File: src/rtl/itr_ctrl.sv
// itr_ctrl: multi-source interrupt controller feeding the core's single itr input.
// Raw request lines are synchronised and edge-detected, latched as pending,
// masked and gated by a global enable, then arbitrated (fixed or round-robin)
// into a REQ -> SERV -> GAP handshake with the core.
module itr_ctrl #(
    parameter int NSRC    = 4,
    parameter int PRIO_RR = 0,
    parameter int NBID    = $clog2(NSRC)
) (
    input  logic            clk,
    input  logic            rst,
    input  logic [NSRC-1:0] src,
    input  logic            cfg_wr,
    input  logic [1:0]      cfg_addr,
    input  logic [NSRC-1:0] cfg_data,
    output logic            itr,
    input  logic            itr_ack,
    input  logic            itr_ret,
    output logic [NBID-1:0] itr_id,
    output logic            busy,
    output logic [NSRC-1:0] pend,
    output logic [NSRC-1:0] mask
);

    typedef enum logic [1:0] {
        S_IDLE = 2'd0,
        S_REQ  = 2'd1,
        S_SERV = 2'd2,
        S_GAP  = 2'd3
    } state_t;

    state_t          state_q;
    logic            itr_q;
    logic [NBID-1:0] itr_id_q;
    logic [NBID-1:0] rr_ptr_q;

    logic [NSRC-1:0] s1_q, s2_q, s3_q;
    logic [NSRC-1:0] src_edge;

    logic [NSRC-1:0] pend_q, pend_d;
    logic [NSRC-1:0] mask_q, mask_d;
    logic            en_q, en_d;

    logic [NSRC-1:0] ack_clr;
    logic [NSRC-1:0] pend_clr;
    logic [NSRC-1:0] elig;
    logic            take_ack;
    logic            win_vld;
    logic [NBID-1:0] win_id;

    // Two-flop synchroniser plus a third flop so each rising level yields one edge pulse
    always_ff @(posedge clk or posedge rst) begin
        if (rst) begin
            s1_q <= '0;
            s2_q <= '0;
            s3_q <= '0;
        end else begin
            s1_q <= src;
            s2_q <= s1_q;
            s3_q <= s2_q;
        end
    end

    assign src_edge = s2_q & ~s3_q;

    // The acknowledge only counts while a request is actually outstanding
    assign take_ack = (state_q == S_REQ) && itr_ack;

    // Per-source clear from the grant, hitting only the acknowledged id
    for (genvar gi = 0; gi < NSRC; gi++) begin : g_ack_clr
        assign ack_clr[gi] = take_ack && (itr_id_q == NBID'(gi));
    end

    // Next-state for pending/mask/enable; an edge overrides any clear in the same cycle
    always_comb begin
        pend_clr = ack_clr;
        if (cfg_wr && cfg_addr == 2'd1) begin
            pend_clr = pend_clr | cfg_data;
        end
        pend_d = (pend_q & ~pend_clr) | src_edge;
        mask_d = (cfg_wr && cfg_addr == 2'd0) ? cfg_data : mask_q;
        en_d   = (cfg_wr && cfg_addr == 2'd2) ? cfg_data[0] : en_q;
    end

    // Configuration and status registers
    always_ff @(posedge clk or posedge rst) begin
        if (rst) begin
            pend_q <= '0;
            mask_q <= '1;
            en_q   <= 1'b0;
        end else begin
            pend_q <= pend_d;
            mask_q <= mask_d;
            en_q   <= en_d;
        end
    end

    assign elig = pend_q & ~mask_q & {NSRC{en_q}};

    // Winner selection: lowest index, or first index above the last grant when round-robin
    always_comb begin
        int idx;
        idx     = 0;
        win_vld = 1'b0;
        win_id  = '0;
        for (int k = 0; k < NSRC; k++) begin
            if (PRIO_RR != 0) begin
                idx = (int'(rr_ptr_q) + 1 + k) % NSRC;
            end else begin
                idx = k;
            end
            if (!win_vld && elig[NBID'(idx)]) begin
                win_vld = 1'b1;
                win_id  = NBID'(idx);
            end
        end
    end

    // Request/service handshake with the core; itr and itr_id are registered here
    always_ff @(posedge clk or posedge rst) begin
        if (rst) begin
            state_q  <= S_IDLE;
            itr_q    <= 1'b0;
            itr_id_q <= '0;
            rr_ptr_q <= NBID'(NSRC - 1);
        end else begin
            case (state_q)
                S_IDLE: begin
                    if (win_vld) begin
                        itr_q    <= 1'b1;
                        itr_id_q <= win_id;
                        state_q  <= S_REQ;
                    end
                end
                S_REQ: begin
                    // Request is never withdrawn; only the ack moves us on
                    if (itr_ack) begin
                        itr_q    <= 1'b0;
                        rr_ptr_q <= itr_id_q;
                        state_q  <= S_SERV;
                    end
                end
                S_SERV: begin
                    if (itr_ret) begin
                        state_q <= S_GAP;
                    end
                end
                default: begin
                    // Guaranteed quiet cycle between two services
                    state_q <= S_IDLE;
                end
            endcase
        end
    end

    assign itr    = itr_q;
    assign itr_id = itr_id_q;
    assign busy   = (state_q == S_REQ) || (state_q == S_SERV);
    assign pend   = pend_q;
    assign mask   = mask_q;

endmodule

File: config.mk
export PLATFORM = sky130hd
export DESIGN_NAME = itr_ctrl
export DESIGN_NICKNAME = d
export VERILOG_FILES = /design/src/rtl/itr_ctrl.sv
export SDC_FILE = /design/constraint.sdc
export NUM_CORES = 1
export LEC_CHECK = 0
export CAP_MARGIN = 20
export CORE_UTILIZATION = 45
export DETAILED_ROUTE_END_ITERATION = 8
export PLACE_DENSITY_LB_ADDON = 0.2
export SLEW_MARGIN = 20
export SYNTH_ARGS = -nofsm -noshare
export SYNTH_HDL_FRONTEND = slang
export SYNTH_SLANG_ARGS = --single-unit
File: constraint.sdc
create_clock -name clk -period 1.8 [get_ports clk]
set_input_delay 0.27 -clock clk [delete_from_list [all_inputs] [get_ports clk]]
set_output_delay 0.27 -clock clk [all_outputs]
set_load 0.01 [all_outputs]
==> out/metrics.yaml <==
arrival_ps: 1400
drc_errors: 0
cts-root-buf: "clkbuf_4"
initial_core_util_pct: 49.7
portBuffers: 25
antenna_left: 0
antenna_found_initial: 0
io_pins: 27
die-area_um2: 2450
hold_slack_ps: 288
cts_sinks: 25
final_cell_mix: "24 x clkdlybuf4s50_1, 21 x dfrtp_1, 12 x inv_1, 7 x o21ai_0"
insertedDiodeCount: 0
cts_tree: "done"
wl_met3_um: 75
r2r-start: "state_q[0]$_DFFE_PP0P_"
fmax_mhz: 599
setup.worst_path.end_class: "output port"
ff2ff_setup_slack_ps: 140
syn_to_final_growth_pct: 32.7
finalClockSkew_ps: 5.25
maxCapViolCount: 0
ys_ff_latch: 25
routed_wl_mm: 1.82
clk_latency_ps: 310
htreeDepth: 1
finalSetupViolCount: 0
fin_nets: 133
fin_tns_setup_ps: 0
synthCells: 81
synthesis.area_um2: 1010
cpPeakStageDelay_ps: 550
grt_util_all_layers_pct: 17.5
rr_worst_depth: 6
clkTransAtPathRegs_ps: 130
route.met2.wl_um: 978
die_w_um: 49.5
maxSlewViolCount: 0
grt_pass1_wl_mm: 3.11
crit_buf_inv: 1
drive_above_1_share_pct: 19.5
cp_top_family: "flip-flops"
cp_max_fo: 2
p_sw_uw: 540
synthTopCellsByArea: "dfrtp_1 52%, dfstp_2 10%, ha_1 4.9%, inv_1 4.4%, mux2_2 4.4%"
fin_crit_ps: 1670
fin_crit_sh_pct: 92.7
clockPowerShare_pct: 14.3
p_per_area_nw_per_um2: 1250
swShare_pct: 32.1
timing.rr.end: "state_q[1]$_DFFE_PP0P_"
synth_warnings: 0
rsz0062_at_grt: "false"
hpwl_mm: 1.41
core_area_um2: 2040
die_h_um: 49.5
ys_types: 28
cp.depth: 1
power_frac_seq_pct: 43.8
crit_required_ps: 1530
top_layer_used: "met4"
syn_area_per_cell_um2: 12.5
ir_drop_mv: 0.754
numCtsBuffers: 3
vias_per_cell: 4.96
grt_pass1_vias: 756
p_int_uw: 1140
grt_max_degree: 26
status: "finished, final reports clean"
final_common_cell: "clkdlybuf4s50_1"
grt-ovfl-total: 0
path_cells: "clkdlybuf4s50_1"
drt-met1-wl_um: 742
synth_top_area_share_pct: 51.8
num_rows: 16
crit_type: "register to output port"
comb_power_share_pct: 41.9
drtPass1Iterations: 3
p_leak_uw: 0.000596
wl_per_cell_um: 13.0
critPathLaunchType: "register"
gp_congestion: 0.810
hold_violations: 0
vias: 694
drt_iter0_markers: 9
crit_path_top_delay_cell: "dfstp_2"
hp-class: "input port to asynchronous set/reset pin"
yosys.area.top_type: "dfrtp_1"
seq_area_frac_synth_pct: 62.1
clock_path_buffers: 2
synth_nets: 100
==> power by group through the flow <==
stage | logic, uW | clock network, uW | registers, uW
after detailed placement | 674 | 0 | 766
after global placement | 650 | 0 | 762
after global routing | 771 | 271 | 755
after CTS | 708 | 245 | 738
final | 706 | 241 | 737
after floorplan | 371 | 0 | 776
==> sequential cells by signal, summed over array words and instances (netlist names) <==
register / flops
mask: 4
s3_q: 4
state_q: 2
s2_q: 4
itr_id: 1
s1_q: 4
itr: 1
pend: 4
en_q: 1
==> cell families after synthesis <==
group | after synthesis | synth area share, %
flops | 25 | 62.1
fa+ha+maj | 4 | 4.93
other cells | 1 | 0.370
mux | 6 | 6.90
compound gates | 16 | 10.5
buf+inv | 14 | 5.55
simple gates | 15 | 9.62
==> tightest hold or removal path, stage by stage <==
cell and delay (ps):
clkdlybuf4s50_1 390, inv_1 50, buf_4 290
==> routing by layer <==
| layer | vias to the layer above | global-route usage, % |
|---|---|---|
| li1 | 336 | - |
| met4 | 0 | 8.57 |
| met2 | 19 | 33.3 |
| met5 | - | 0 |
| met3 | 2 | 3.70 |
| met1 | 337 | 17.8 |
==> final cells by class <==
| type | count | area [um2] |
|---|---|---|
| clock buffer | 4 | 26.3 |
| fill | 172 | 696 |
| inverter | 13 | 48.8 |
| multi-input combinational | 42 | 328 |
| sequential | 25 | 631 |
| tap | 27 | 33.8 |
| timing repair buffer | 29 | 279 |
==> synth_stat cells <==
cell       n
inv_1     12
mux2i_1    1
mux2_4     1
nor3b_2    1
o221ai_2   1
or4_1      1
conb_1     1
ha_1       4
nor2_2     1
o221ai_1   1
nand2_1    2
a21oi_1    1
and2b_2    2
buf_4      1
nor3_1     2
mux2_2     4
o21ai_1    1
nand3b_1   2
nand2b_1   1
o21ai_0    7
o211ai_1   1
a31oi_1    2
dfrtp_1   21
a311o_1    1
nand3_1    3
inv_2      1
a21boi_0   1
dfstp_2    4
==> stage by stage <==
stage / cell area, um2 / total power [uW] / utilization [%] / setup slack [ps] / cells
finish: 1350 / 1680 / 65.9 / 131 / 140
global route: 1350 / 1800 / 65.9 / 75.2 / 140
CTS: 1350 / 1690 / 65.9 / 118 / 140
detailed placement: 1310 / 1440 / 64.0 / 152 / 134
global placement: 1310 / 1410 / 64.0 / 184 / 134
floorplan: 1010 / 1150 / - / 296 / 81
==> how the worst max path moves through the flow <==
| stage | from | to | slack [ps] |
|---|---|---|---|
| CTS | mask[2]$_DFFE_PP1P_ | mask[2] | 120 |
| finish | mask[2]$_DFFE_PP1P_ | mask[2] | 130 |
| global route | mask[2]$_DFFE_PP1P_ | mask[2] | 80 |
| floorplan | state_q[0]$_DFFE_PP0P_ | state_q[1]$_DFFE_PP0P_ | 300 |
| detailed placement | itr_ack | state_q[1]$_DFFE_PP0P_ | 150 |
| global placement | itr_ack | state_q[1]$_DFFE_PP0P_ | 180 |
==> repair_timing <==
action                     in CTS  in global routing
setup endpoints to repair       1                  0
gates resized for setup         1                  0
setup buffers                   2                  0
hold buffers                    0                  0
Power figures use the tool's default switching activity.
